File: src/rtl/fetch_unit_if.sv
// Fetch-stage bundle: instruction-memory port, redirect/halt controls and the decode handshake.
// master = fetch unit side, slave = memory/decode/environment side.
interface fetch_unit_if #(
    parameter int unsigned NADDR_BITS = 8
);
    logic [NADDR_BITS-1:0] mem_address;
    logic [31:0]           mem_q;
    logic                  halt;
    logic                  redirect;
    logic [NADDR_BITS-1:0] redirect_pc;
    logic                  ins_valid;
    logic [31:0]           ins;
    logic [NADDR_BITS-1:0] ins_pc;
    logic                  ins_ready;

    modport master (
        output mem_address, ins_valid, ins, ins_pc,
        input  mem_q, halt, redirect, redirect_pc, ins_ready
    );

    modport slave (
        input  mem_address, ins_valid, ins, ins_pc,
        output mem_q, halt, redirect, redirect_pc, ins_ready
    );
endinterface

File: src/rtl/fetch_unit.sv
// Instruction fetch stage: owns the pc, tracks one in-flight synchronous memory read
// and buffers returned words in a 2-entry queue presented to decode.
module fetch_unit #(
    parameter int unsigned          NADDR_BITS = 8,
    parameter logic [NADDR_BITS-1:0] RESET_PC  = '0
) (
    input  logic         clock,
    input  logic         reset_n,
    fetch_unit_if.master bus
);
    localparam int unsigned DATA_W = 32;
    localparam int unsigned QDEPTH = 2;
    localparam int unsigned CNT_W  = 2;

    typedef struct packed {
        logic [DATA_W-1:0]     ins;
        logic [NADDR_BITS-1:0] pc;
    } entry_t;

    logic [NADDR_BITS-1:0] pc_q, pc_d;
    logic                  inflight_valid_q, inflight_valid_d;
    logic [NADDR_BITS-1:0] inflight_pc_q, inflight_pc_d;
    entry_t                entry_q [QDEPTH];
    entry_t                entry_d [QDEPTH];
    logic [CNT_W-1:0]      count_q, count_d;
    logic                  valid_q, valid_d;

    logic                  pop_c;
    logic                  push_c;
    logic                  issue_c;
    logic [CNT_W-1:0]      kept_c;
    logic [CNT_W:0]        occupancy_c;

    // Occupancy counts queued words plus the read still in flight, so the queue can never overflow.
    assign pop_c       = valid_q & bus.ins_ready;
    assign push_c      = inflight_valid_q & ~bus.redirect;
    assign kept_c      = count_q - CNT_W'(pop_c);
    assign occupancy_c = (CNT_W+1)'(count_q) + (CNT_W+1)'(inflight_valid_q) - (CNT_W+1)'(pop_c);
    assign issue_c     = ~bus.redirect & ~bus.halt & (occupancy_c < (CNT_W+1)'(QDEPTH));

    assign bus.mem_address = pc_q;
    assign bus.ins_valid   = valid_q;
    assign bus.ins         = entry_q[0].ins;
    assign bus.ins_pc      = entry_q[0].pc;

    always_comb begin
        pc_d             = pc_q;
        inflight_valid_d = issue_c;
        inflight_pc_d    = inflight_pc_q;
        entry_d          = entry_q;
        count_d          = count_q;

        if (bus.redirect) begin
            // Flush everything; the word returning this cycle belongs to the old stream.
            pc_d    = bus.redirect_pc & ~NADDR_BITS'(3);
            count_d = '0;
        end else begin
            if (issue_c) begin
                pc_d          = pc_q + NADDR_BITS'(4);
                inflight_pc_d = pc_q;
            end
            if (pop_c) begin
                entry_d[0] = entry_q[1];
            end
            count_d = kept_c;
            if (push_c) begin
                if (kept_c == '0) begin
                    entry_d[0] = {bus.mem_q, inflight_pc_q};
                end else begin
                    entry_d[1] = {bus.mem_q, inflight_pc_q};
                end
                count_d = kept_c + CNT_W'(1);
            end
        end

        valid_d = (count_d != '0);
    end

    always_ff @(posedge clock or negedge reset_n) begin
        if (!reset_n) begin
            pc_q             <= RESET_PC;
            inflight_valid_q <= 1'b0;
            inflight_pc_q    <= '0;
            count_q          <= '0;
            valid_q          <= 1'b0;
            for (int i = 0; i < int'(QDEPTH); i++) begin
                entry_q[i] <= '0;
            end
        end else begin
            pc_q             <= pc_d;
            inflight_valid_q <= inflight_valid_d;
            inflight_pc_q    <= inflight_pc_d;
            count_q          <= count_d;
            valid_q          <= valid_d;
            entry_q          <= entry_d;
        end
    end

    no_overflow_a : assert property (@(posedge clock) disable iff (!reset_n)
        !(push_c && !pop_c && (count_q == CNT_W'(QDEPTH))));
endmodule

File: src/flat_wrapper.sv
// flat-port wrapper written by rule: the top's interface ports become plain ports
module fetch_unit_flat 
#(
    parameter int unsigned          NADDR_BITS = 8,
    parameter logic [NADDR_BITS-1:0] RESET_PC  = '0
)
  (clock, reset_n, bus_mem_address, bus_ins_valid, bus_ins, bus_ins_pc, bus_mem_q, bus_halt, bus_redirect, bus_redirect_pc, bus_ins_ready);
  fetch_unit_if #(.NADDR_BITS(NADDR_BITS)) bus_i ();
  input  logic clock;
  input  logic reset_n;
  output wire logic [$bits(bus_i.mem_address)-1:0] bus_mem_address;
  output wire logic [$bits(bus_i.ins_valid)-1:0] bus_ins_valid;
  output wire logic [$bits(bus_i.ins)-1:0] bus_ins;
  output wire logic [$bits(bus_i.ins_pc)-1:0] bus_ins_pc;
  input wire logic [$bits(bus_i.mem_q)-1:0] bus_mem_q;
  input wire logic [$bits(bus_i.halt)-1:0] bus_halt;
  input wire logic [$bits(bus_i.redirect)-1:0] bus_redirect;
  input wire logic [$bits(bus_i.redirect_pc)-1:0] bus_redirect_pc;
  input wire logic [$bits(bus_i.ins_ready)-1:0] bus_ins_ready;
  assign bus_mem_address = bus_i.mem_address;
  assign bus_ins_valid = bus_i.ins_valid;
  assign bus_ins = bus_i.ins;
  assign bus_ins_pc = bus_i.ins_pc;
  assign bus_i.mem_q = bus_mem_q;
  assign bus_i.halt = bus_halt;
  assign bus_i.redirect = bus_redirect;
  assign bus_i.redirect_pc = bus_redirect_pc;
  assign bus_i.ins_ready = bus_ins_ready;
  fetch_unit #(.NADDR_BITS(NADDR_BITS), .RESET_PC(RESET_PC)) u_core (.clock(clock), .reset_n(reset_n), .bus(bus_i));
endmodule
File: config.mk
export PLATFORM = sky130hd
export DESIGN_NAME = fetch_unit_flat
export DESIGN_NICKNAME = d
export VERILOG_FILES = /design/src/rtl/fetch_unit_if.sv /design/src/rtl/fetch_unit.sv /design/src/flat_wrapper.sv
export SDC_FILE = /design/constraint.sdc
export NUM_CORES = 1
export LEC_CHECK = 0
export CORE_UTILIZATION = 37
export DETAILED_ROUTE_END_ITERATION = 16
export HOLD_SLACK_MARGIN = 0.08
export SLEW_MARGIN = 20
export SYNTH_ARGS = -nofsm -noshare
export SYNTH_HDL_FRONTEND = slang
export SYNTH_SLANG_ARGS = --single-unit
File: constraint.sdc
create_clock -name clock -period 5.4 [get_ports clock]
set_clock_uncertainty 0.2 [all_clocks]
set_input_delay 1.08 -clock clock [delete_from_list [all_inputs] [get_ports clock]]
set_output_delay 1.08 -clock clock [all_outputs]
set_load 0.05 [all_outputs]
## After elaboration in Yosys (flattened, before gate mapping)

Cells that the tools add are included.

| cells by class | value |
|---|---|
| add/sub/neg operators | 5 |
| order comparisons | 1 |
| multiplexer cells | 8 |
| shift operators | 0 |
| eq/ne operators | 0 |
| bitwise gates (word level) | 7 |
| multiply operators | 0 |
| div/mod/pow operators | 0 |
| reduce and logical (&&, ||, !) cells | 5 |

Operators by type and width:

| cell | number |
|---|---|
| 2-to-1 mux 40 bit | 3 |
| 2-to-1 mux 80 bit | 1 |
| 2-to-1 mux 8 bit | 2 |
| adder 8 x 3 -> 8 bit, second input constant | 1 |
| AND 1 bit | 4 |
| 2-to-1 mux 2 bit | 2 |
| nonzero test 2 bit | 2 |
| adder 2 x 1 -> 3 bit | 1 |
| < comparator 3 x 2 -> 1 bit, second input constant | 1 |
| NOT 1 bit | 3 |
| AND reduction 3 bit | 1 |
| subtractor 3 x 1 -> 3 bit | 1 |
| adder 2 x 1 -> 2 bit, second input constant | 1 |
| logical NOT 2 bit | 1 |
| AND reduction 2 bit | 1 |
| subtractor 2 x 1 -> 2 bit | 1 |

| word-level totals | value |
|---|---|
| register bits after elaboration | 100 |
| word-level logic and storage cells | 35 |
| latch bits | 0 |
| memory bits (read-only) | 0 |
| memories kept | 0 |
| RAM bits | 0 |
| output and inout port bits | 49 |

## Logic depth before layout (Yosys ltp)

Gate-level depths: netlist (run 1).

| depth | value |
|---|---|
| depth in word-level cells | 6 |
| mapped depth | 11 |

## Worst setup path after synthesis (run 1)

OpenSTA, ideal clock, no wires.

| timing | value |
|---|---|
| path kind | input port to flip-flop |
| start | in bus_ins_ready |
| end | reg u_core.pc_q[6], in the netlist u_core.bus.mem_address[6] |
| stages | 8 |
| data required time | 5.074 ns |
| path slack | 2.430 ns |
| arrival | 2.644 ns |
| buffers on the path | 0 |
| library setup time | 0.126 ns |
| cells stage by stage | nand2_2 -> xnor2_1 -> nand2_1 -> fa_1 -> nor2b_1 -> nand2_1 -> o21a_1 -> a221o_1 |

| on the way | value |
|---|---|
| cells in the longest elaborated chain, start to end | 5 |

RTL lines:

| what | RTL line | source |
|---|---|---|
| start: declaration | flat_wrapper.sv:19 | `input wire logic [$bits(bus_i.ins_ready)-1:0] bus_ins_ready;` |
| AND 1 bit | fetch_unit.sv:35 | `assign pop_c = valid_q & bus.ins_ready;` |
| subtractor 3 x 1 -> 3 bit | fetch_unit.sv:38 | `assign occupancy_c = (CNT_W+1)'(count_q) + (CNT_W+1)'(inflight_valid_q) - (CNT_W+1)'(pop_c);` |
| < comparator 3 x 2 -> 1 bit | fetch_unit.sv:39 | `assign issue_c = ~bus.redirect & ~bus.halt & (occupancy_c < (CNT_W+1)'(QDEPTH));` |
| AND 1 bit | fetch_unit.sv:39 |  |
| nonzero test 2 bit (no line) | n/a |  |
| end signal: assignment | fetch_unit.sv:90 | `pc_q <= pc_d;` |
| end: declaration | fetch_unit.sv:20 | `logic [NADDR_BITS-1:0] pc_q, pc_d;` |

No other way between the ends.
A chain may end at the register's enable or synchronous reset.

## Worst setup path in the final report (run 1)

| timing | value |
|---|---|
| start | in bus_ins_ready |
| end | reg u_core.entry_q, in the netlist u_core.bus.ins[22] |

| on the way | value |
|---|---|
| cells in the longest elaborated chain, start to end | 5 |
| elaborated cells on any way between the ends | 6 |

RTL lines:

| what | RTL line | source |
|---|---|---|
| AND 1 bit * | fetch_unit.sv:35 |  |
| subtractor 2 x 1 -> 2 bit | fetch_unit.sv:37 | `assign kept_c = count_q - CNT_W'(pop_c);` |
| logical NOT 2 bit | fetch_unit.sv:67 | `if (kept_c == '0) begin` |
| 2-to-1 mux 40 bit | fetch_unit.sv:67 |  |
| 2-to-1 mux 80 bit * | fetch_unit.sv:66 | `if (push_c) begin` |
| end signal: assignment | fetch_unit.sv:95 | `entry_q <= entry_d;` |
| end: declaration | fetch_unit.sv:23 | `entry_t entry_q [QDEPTH];` |

Mark *: on every way between the ends. The rest lies on a longest branch, timed or not.

==> results of run 1 <==
[worst max-delay path: cells and delay by family]
kind / cells / cell delay, ns
compound gates: 1 / 0.23
simple gates: 3 / 1.03
xor+xnor: 1 / 0.21
buf+inv: 2 / 0.56
fa+ha+maj: 2 / 0.47
[cells in the mapped netlist (all sizes together)]
| cell | instances | area (µm²) |
|---|---|---|
| mux2i | 36 | 360 |
| a31oi | 2 | 12.5 |
| o21ai | 37 | 185 |
| nor3 | 1 | 10.0 |
| inv | 4 | 15.0 |
| buf | 59 | 500 |
| a221o | 3 | 30.0 |
| o22a | 2 | 17.5 |
| dfrtp | 94 | 2350 |
| ha | 3 | 37.5 |
| and2 | 2 | 12.5 |
| o311ai | 1 | 16.3 |
| nand3b | 1 | 7.51 |
| o211ai | 1 | 7.51 |
| nand2 | 61 | 234 |
| a22oi | 1 | 7.51 |
| nor3b | 3 | 38.8 |
| mux2 | 38 | 503 |
| a21oi | 5 | 32.5 |
| xnor2 | 4 | 42.6 |
| nor2 | 9 | 36.3 |
| xor2 | 1 | 8.76 |
| nor2b | 1 | 6.26 |
| and3 | 1 | 6.26 |
| nand3 | 5 | 42.5 |
| clkbuf | 2 | 8.75 |
| a21o | 1 | 7.51 |
| o21a | 1 | 7.51 |
| fa | 1 | 20.0 |
| conb | 1 | 3.75 |
[power by group through the flow]
stage          Clock [mW]  Combinational (mW)  Sequential [mW]
2_1_floorplan           0                1.23             1.17
3_3_place_gp            0                1.42             1.17
3_5_place_dp            0                1.45             1.19
4_1_cts             0.598                1.45             1.18
5_1_grt             0.620                1.55             1.22
6_report            0.574                1.43             1.17
[state kept, by name, summed over array words and instances, names as in the netlist]
name,count
u_core.entry_q,38
u_core.bus.ins,32
u_core.bus.ins_pc,8
u_core.bus.mem_address,6
u_core.inflight_pc_q,6
u_core.count_q,2
u_core.bus.ins_valid,1
u_core.inflight_valid_q,1
[final timing paths]
check,cells after the start,to,slack [ns]
min,2,u_core.bus.ins[17]$_DFFE_PN0N_,0.28
min reg2reg,2,u_core.bus.ins[17]$_DFFE_PN0N_,0.28
max reg2reg,8,u_core.bus.ins[22]$_DFFE_PN0N_,2.60
max,9,u_core.bus.ins[22]$_DFFE_PN0N_,1.80
min in group asynchronous,1,u_core.bus.ins[27]$_DFFE_PN0N_,0.58
max in group asynchronous,2,u_core.bus.ins[30]$_DFFE_PN0N_,3.41
[kinds of logic after synthesis]
group / Yosys count / share of synthesized area
simple gates: 84 / 0.0862
fa+ha+maj: 4 / 0.0126
xor+xnor: 5 / 0.0112
flops: 94 / 0.515
buf+inv: 65 / 0.115
other cells: 1 / 0.000820
mux: 74 / 0.189
compound gates: 54 / 0.0709
[metrics by stage]
stage / setup slack [ns] / total power [mW]
final: 1.80 / 3.18
after global routing: 1.56 / 3.38
after CTS: 1.76 / 3.23
after detailed placement: 1.40 / 2.63
after global placement: 1.46 / 2.60
after floorplan: 2.43 / 2.40
[layout make-up]
cell class / instances / share of cell area
multi-input combinational: 223 / 0.312
clock buffer: 10 / 0.0439
clock inverter: 4 / 0.00460
sequential: 94 / 0.432
timing repair buffer: 94 / 0.170
inverter: 4 / 0.00276
tap: 147 / 0.0338
[metal layers]
layer	vias to the layer above	share of wire	GRT usage
li1	1341	-	-
met1	1343	0.47	0.181
met2	53	0.47	0.233
met3	12	0.044	0.0321
met4	0	0.021	0.0711
met5	-	0	0
==> reports/summary.txt, run 1 <==
drc violations -> 0
crit-path cells -> clkdlybuf4s50_1, nand2_2, inv_1, ha_1, xnor2_1, ha_1, nand2_2, nor2_2, o21ai_0
startpoint types -> input pin
RSZ-0062 raised after global routing -> false
Inserted Clock Buffers -> 9
clock sink total -> 94
core area -> 12000 µm²
total wire length -> 8410 µm
share of cells above drive strength 1 -> 0.168
routability congestion estimate from global placement -> 0.734
clock buffer depth -> 2
Sequential Power Share -> 0.369
Final period util -> 0.668
class of the worst hold path -> reg2reg
PortBufs -> 89
max-cap violations -> 0
CP arrival -> 3.58 ns
status -> completed
gr ovfl total -> 0
Setup CP Type -> in2reg
dpl cell area -> 5170 µm²
fin util -> 0.453
largest net degree at the start of global routing -> 57
clk_lat worst skew -> 0.34 ns
Starting Density -> 0.381
worst reg2reg startpoint -> u_core.bus.ins_valid$_DFF_PN0_
commonest non-fill, non-tap cell in the layout -> dfrtp_1
setup violators final -> 0
first-pass GRT wire length -> 14200 µm
multi-input logic area -> 1700 µm²
Post-CTS Setup Repair Bufs -> 0
Post-Synthesis Cells -> 381
Starting DRT DRC Count -> 142
number of global-route vias before repair -> 2830
Synth Cell Area -> 4570 µm²
Final Hold Viols -> 0
design area -> 5440 µm²
Total GRT Usage -> 0.144
average size of a mapped cell -> 12.0 µm²
Pwr per Cell Area -> 585 nW/µm²
switch share -> 0.400
total I/O pin count -> 94
Max Slew Vio Count -> 0
Leakage -> 2.56 nW
vias -> 2749
Max rail drop VDD -> 0.000251 V
synth unique cells -> 45
Logic pwr share -> 0.450
# resized after CTS -> 0
antenna violations before repair -> 0
DR WL/cell -> 14.6 µm
Fillers -> 1147
Root Buffer -> clkbuf_16
most frequent cells in the layout -> dfrtp_1 (94), clkdlybuf4s50_1 (88), nand2_1 (59)
NetSw -> 1.27 mW
Sum Neg Setup Slack -> 0 ns
post-synthesis sequential area ratio -> 0.515
critical path peak fanout -> 28
dpl cells -> 562
post-route ant nets -> 0
crit path launch -> bus_ins_ready
Yosys warning count -> 0
Die ar. -> 12800 µm²
critical path's largest stage delay -> 0.74 ns
Reg clk slew, reported paths -> 0.06 ns
endpoint type of the worst setup path -> register
Slowest-stage cell, CP -> nor2_2
Pre-Repair DR Iteration Count -> 4
fin crit period -> 3.60 ns
area delta synth->final -> 19.0%
achievable clock frequency -> 277 MHz
H-tree depth -> 3
hold_sp -> u_core.bus.ins[17]$_DFFE_PN0N_
Detailed Place HPWL -> 5510 µm
hold_buf cts -> 0
antenna cells -> 0
via/cell ratio -> 4.77
Rows -> 40
max_slew headroom -> 0.355
clock network power share -> 0.180
CTS tree -> done
Reg area -> 2350 µm²
hold slack -> 0.281 ns
Synth Register Bits -> 94
Die Ht -> 113 µm
NumNets Final -> 475
Int Power -> 1.91 mW
actual slew at the worst max-slew pin -> 0.967 ns
Die Wd -> 113 µm
Critical Path RT -> 5.38 ns
Finished Layout Cells -> 576
No activity file was read; power rests on OpenSTA's default activity.
==> run 2, diff against run 1 <==
==> constraint.sdc (replaced) <==
create_clock -name clock -period 3.4 [get_ports clock]
set_clock_uncertainty 0.2 [all_clocks]
set_input_delay 0.68 -clock clock [delete_from_list [all_inputs] [get_ports clock]]
set_output_delay 0.68 -clock clock [all_outputs]
set_load 0.05 [all_outputs]
==> run 2 against run 1 <==
  * Register-to-register slack got worse by 1.7 ns
  * Largest cell class unchanged
  * First-iteration DRC count is 18% higher
  * Worst setup slack worse by 1.3 ns
  * Sequential share of layout area shrank 1.1 points
  * Flip-flop and latch count is the same
  * Die area is the same
  * Final cell count is 1.2% higher
==> reports/summary.txt, run 2 (synthesis gave the netlist of run 1 again) <==
Critical Path RT -> 3.47 ns
Starting Density -> 0.381
most flop-heavy register -> u_core.entry_q
Largest register FFs -> 38
Detailed Place HPWL -> 5520 µm
RSZ-0062 raised after global routing -> false
core area -> 12000 µm²
clock network power share -> 0.197
Rows -> 40
hold_buf cts -> 0
total I/O pin count -> 94
clock sink total -> 94
startpoint types -> input pin
setup violators final -> 0
CP arrival -> 2.99 ns
Pre-Repair DR Iteration Count -> 4
dpl cells -> 567
Finished Layout Cells -> 583
vias -> 2779
Post-CTS Setup Repair Bufs -> 0
Logic pwr share -> 0.446
Max Slew Vio Count -> 0
first-pass GRT wire length -> 14500 µm
drc violations -> 0
most frequent cells in the layout -> dfrtp_1 (94), clkdlybuf4s50_1 (88), nand2_1 (59)
Total GRT Usage -> 0.145
Inserted Clock Buffers -> 9
H-tree depth -> 3
Sum Neg Setup Slack -> 0 ns
achievable clock frequency -> 342 MHz
Starting DRT DRC Count -> 167
Slowest-stage cell, CP -> clkdlybuf4s50_1
# resized after CTS -> 0
class of the worst hold path -> in2async
clk_lat worst skew -> 0.34 ns
met3 WL -> 345 µm
NetSw -> 2.07 mW
number of global-route vias before repair -> 2898
status -> completed
most frequent CP cell -> nand2_1
r2r setup slk -> 0.94 ns
Final period util -> 0.859
Leakage -> 2.63 nW
CTS tree -> done
commonest non-fill, non-tap cell in the layout -> dfrtp_1
area delta synth->final -> 22.0%
endpoint type of the worst setup path -> register
Fillers -> 1101
crit-path cells -> clkdlybuf4s50_1, nand2_2, xnor2_1, nand2_1, fa_1, nor2b_1, nand3_2, inv_2, buf_4, nand2_1, nand2_1
FF-to-FF path depth -> 10
top routing layer used -> met4
Routed met2 length -> 4060 µm
worst reg2reg startpoint -> u_core.bus.ins_valid$_DFF_PN0_
Setup CP Type -> in2reg
Reg area -> 2350 µm²
antenna violations before repair -> 0
Reg-to-Reg End -> u_core.inflight_pc_q[6]$_DFFE_PN0P_
clock buffer depth -> 2
critical path peak fanout -> 7
Max rail drop VDD -> 0.000280 V
fin crit period -> 2.92 ns
DR WL/cell -> 14.5 µm
via/cell ratio -> 4.77
metal1 wirelength -> 3930 µm
Sequential Power Share -> 0.357
Int Power -> 3.15 mW
total wire length -> 8450 µm
actual slew at the worst max-slew pin -> 0.548 ns
multi-input logic area -> 1700 µm²
share of cells above drive strength 1 -> 0.181
antenna cells -> 0
post-route ant nets -> 0
PortBufs -> 89
Final Hold Viols -> 0
Die Wd -> 113 µm
max-cap violations -> 0
switch share -> 0.397
critical path's largest stage delay -> 0.57 ns
max_slew headroom -> 0.633
NumNets Final -> 480
gr ovfl total -> 0
Pwr per Cell Area -> 936 nW/µm²
largest net degree at the start of global routing -> 95
Die ar. -> 12800 µm²
Reg clk slew, reported paths -> 0.07 ns
Die Ht -> 113 µm
routability congestion estimate from global placement -> 0.748
Root Buffer -> clkbuf_16
-- run 2: changes by cell type in the layout (fill, tap and decap cells not counted), sizes merged --
cell      previous run  this run
buf                  6        11
inv                  4         7
bufinv               0         1
clkbuf              10         9
clkinvlp             2         1
-- run 2: layout make-up --
type | instances | share of cell area
Sequential cell | 94 | 0.422
Multi-Input combinational cell | 223 | 0.304
Timing Repair Buffer | 99 | 0.184
Clock buffer | 9 | 0.0404
Tap cell | 147 | 0.0330
Clock inverter | 7 | 0.0139
Inverter | 4 | 0.00269
-- run 2: through the flow --
step                      total power, mW  utilization  worst slack (ns)  hold slack, ns  instance area (µm²)
after floorplan                      3.81            -             0.730           0.184                 4570
after global placement               4.18        0.439             0.176           0.266                 5280
after detailed placement             4.24        0.439             0.135           0.273                 5280
after CTS                            5.29        0.464             0.477           0.210                 5580
after global routing                 5.56        0.464             0.329           0.234                 5580
final                                5.22        0.464             0.479           0.155                 5580
-- run 2: how the worst max path moves through the flow --
stage	from	cells past startpoint	slack (ns)	end
2_1_floorplan	u_core.bus.ins_valid$_DFF_PN0_	8	0.73	u_core.bus.mem_address[6]$_DFFE_PN0P_
3_3_place_gp	bus_ins_ready	9	0.18	u_core.bus.mem_address[6]$_DFFE_PN0P_
3_5_place_dp	bus_ins_ready	11	0.14	u_core.inflight_pc_q[6]$_DFFE_PN0P_
4_1_cts	bus_ins_ready	11	0.48	u_core.inflight_pc_q[6]$_DFFE_PN0P_
5_1_grt	bus_ins_ready	11	0.33	u_core.inflight_pc_q[3]$_DFFE_PN0P_
6_report	bus_ins_ready	11	0.48	u_core.inflight_pc_q[6]$_DFFE_PN0P_
-- run 2: worst max-delay path: cells and delay by family --
kind / cells / cell delay, ns
AND/OR/NAND/NOR: 6 / 0.81
adder cells (fa/ha/maj): 1 / 0.48
XOR/XNOR: 1 / 0.16
buffers and inverters: 3 / 0.87
-- run 2: power groups by stage --
| stage | sequential (mW) | clock (mW) | combinational (mW) |
|---|---|---|---|
| 6_report | 1.86 | 1.03 | 2.33 |
| 5_1_grt | 1.93 | 1.11 | 2.51 |
| 4_1_cts | 1.87 | 1.07 | 2.36 |
| 3_5_place_dp | 1.89 | 0 | 2.35 |
| 3_3_place_gp | 1.86 | 0 | 2.31 |
| 2_1_floorplan | 1.86 | 0 | 1.95 |
-- run 2: layer usage --
| metal | global-route usage | vias to the layer above |
|---|---|---|
| met5 | 0 | - |
| met4 | 0.0474 | 0 |
| met3 | 0.0359 | 10 |
| met2 | 0.241 | 51 |
| met1 | 0.186 | 1368 |
| li1 | - | 1350 |
==> run 3, diff against run 2 <==
--- a/config.mk
+++ b/config.mk
@@ -6,8 +6,10 @@
 export NUM_CORES = 1
 export LEC_CHECK = 0
 export CORE_UTILIZATION = 37
+export CTS_BUF_LIST = sky130_fd_sc_hd__clkbuf_8
 export DETAILED_ROUTE_END_ITERATION = 16
 export HOLD_SLACK_MARGIN = 0.08
+export MAX_ROUTING_LAYER = met4
 export SLEW_MARGIN = 20
 export SYNTH_ARGS = -nofsm -noshare
 export SYNTH_HDL_FRONTEND = slang
==> run 3 against run 2 <==
  * First-iteration DRC count is 24% lower
  * Combinational power hardly changed
  * Wire length is 0.76% higher
  * Sequential power hardly changed
  * Flip-flop and latch count stayed put
  * Worst hold slack worse by 0.045 ns
  * Worst setup slack better by 0.017 ns
  * Critical path depth stayed put
  * Critical path type unchanged
  * Critical endpoint unchanged
==> reports/summary.txt, run 3 (synthesis gave the netlist of run 1 again) <==
status -> completed
Reg-to-Reg End -> u_core.inflight_pc_q[6]$_DFFE_PN0P_
DR WL/cell -> 14.6 µm
multi-input logic area -> 1700 µm²
Routed met2 length -> 4000 µm
Int Power -> 2.92 mW
Top delay family on crit path -> buffers and inverters
Logic pwr share -> 0.469
Starting DRT DRC Count -> 127
Die Wd -> 113 µm
switch share -> 0.413
crit-path cells -> clkdlybuf4s50_1, nand2_2, xnor2_1, nand2_1, fa_1, nor2b_1, nand3_2, inv_2, buf_4, nand2_1, nand2_1
endpoint type of the worst setup path -> register
# resized after CTS -> 0
Setup CP Type -> in2reg
critical path's largest stage delay -> 0.58 ns
total I/O pin count -> 94
Largest register FFs -> 38
number of global-route vias before repair -> 2904
Final Hold Viols -> 0
commonest non-fill, non-tap cell in the layout -> dfrtp_1
startpoint types -> input pin
FF-to-FF path depth -> 10
Leakage -> 2.58 nW
Sequential Power Share -> 0.375
drc violations -> 0
H-tree depth -> 3
Final period util -> 0.854
Post-CTS Setup Repair Bufs -> 0
Pre-Repair DR Iteration Count -> 4
Inserted Clock Buffers -> 9
PortBufs -> 89
most flop-heavy register -> u_core.entry_q
gr ovfl total -> 0
worst reg2reg startpoint -> u_core.bus.ins_valid$_DFF_PN0_
Total GRT Usage -> 0.151
antenna cells -> 0
CTS tree -> done
Max rail drop VDD -> 0.000258 V
Root Buffer -> clkbuf_8
vias -> 2780
most frequent CP cell -> nand2_1
achievable clock frequency -> 344 MHz
core area -> 12000 µm²
setup violators final -> 0
critical path peak fanout -> 7
routability congestion estimate from global placement -> 0.758
Worst Path Buf+Inv -> 3
top routing layer used -> met4
Die ar. -> 12800 µm²
most frequent cells in the layout -> dfrtp_1 (94), clkdlybuf4s50_1 (88), nand2_1 (59)
post-route ant nets -> 0
Sum Neg Setup Slack -> 0 ns
antenna violations before repair -> 0
largest net degree at the start of global routing -> 95
hold_buf cts -> 0
Pwr per Cell Area -> 907 nW/µm²
clock sink total -> 94
max-cap violations -> 0
Slowest-stage cell, CP -> clkdlybuf4s50_1
hold slack -> 0.110 ns
class of the worst hold path -> in2async
share of cells above drive strength 1 -> 0.181
NetSw -> 2.05 mW
via/cell ratio -> 4.77
Fillers -> 1118
Critical Path RT -> 3.50 ns
first-pass GRT wire length -> 14600 µm
actual slew at the worst max-slew pin -> 0.559 ns
clock network power share -> 0.156
Starting Density -> 0.381
Rows -> 40
Die Ht -> 113 µm
NumNets Final -> 480
overall power -> 4.97 mW
Max Slew Vio Count -> 0
area delta synth->final -> 19.8%
RSZ-0062 raised after global routing -> false
met3 WL -> 336 µm
fin crit period -> 2.90 ns
Reg clk slew, reported paths -> 0.10 ns
Reg area -> 2350 µm²
max_slew headroom -> 0.626
CP arrival -> 3.01 ns
r2r setup slk -> 0.93 ns
metal1 wirelength -> 4020 µm
Detailed Place HPWL -> 5520 µm
clk_lat worst skew -> 0.37 ns
total wire length -> 8510 µm
clock buffer depth -> 2
run 3: area by class of cell:
class / count / share of cell area
multi-input cells: 223 / 0.310
repair buffers: 99 / 0.187
flip-flops and latches: 94 / 0.430
well taps: 147 / 0.0336
inverters: 4 / 0.00274
clock buffers: 9 / 0.0226
clock inverters: 7 / 0.0142
run 3: worst register-to-register path: stages (launching register included):
cell and delay, ns:
dfrtp_1 0.45, nand2_2 0.12, buf_4 0.14, nor2_1 0.05, fa_1 0.51, nor2b_1 0.27
nand3_2 0.23, inv_2 0.15, buf_4 0.15, nand2_1 0.06, nand2_1 0.07
run 3: worst max-delay path by stage:
stage,start,end,slack (ns),depth (start not counted)
2_1_floorplan,u_core.bus.ins_valid$_DFF_PN0_,u_core.bus.mem_address[6]$_DFFE_PN0P_,0.73,8
3_3_place_gp,bus_ins_ready,u_core.bus.mem_address[6]$_DFFE_PN0P_,0.18,9
3_5_place_dp,bus_ins_ready,u_core.inflight_pc_q[6]$_DFFE_PN0P_,0.14,11
4_1_cts,bus_ins_ready,u_core.inflight_pc_q[6]$_DFFE_PN0P_,0.51,11
5_1_grt,bus_ins_ready,u_core.inflight_pc_q[3]$_DFFE_PN0P_,0.37,11
6_report,bus_ins_ready,u_core.inflight_pc_q[6]$_DFFE_PN0P_,0.50,11
run 3: per-stage QoR:
step                      utilization  setup WS (ns)  cells  area [µm²]
final                           0.456          0.496    583        5480
after global placement          0.439          0.176    567        5280
after CTS                       0.456          0.513    583        5480
after global routing            0.456          0.375    583        5480
after floorplan                     -          0.730    382        4570
after detailed placement        0.439          0.135    567        5280
run 3: power groups by stage:
stage	Clock [mW]	Sequential [mW]	Combinational, mW
floorplan	0	1.86	1.95
global placement	0	1.86	2.31
detailed placement	0	1.89	2.35
CTS	0.807	1.87	2.36
global route	0.855	1.93	2.51
finish	0.776	1.86	2.33
run 3: per-layer routing:
layer | vias to the layer above | GRT usage
li1 | 1352 | -
met1 | 1360 | 0.188
met2 | 55 | 0.240
met3 | 13 | 0.0321
met4 | 0 | 0.0632
met5 | - | -
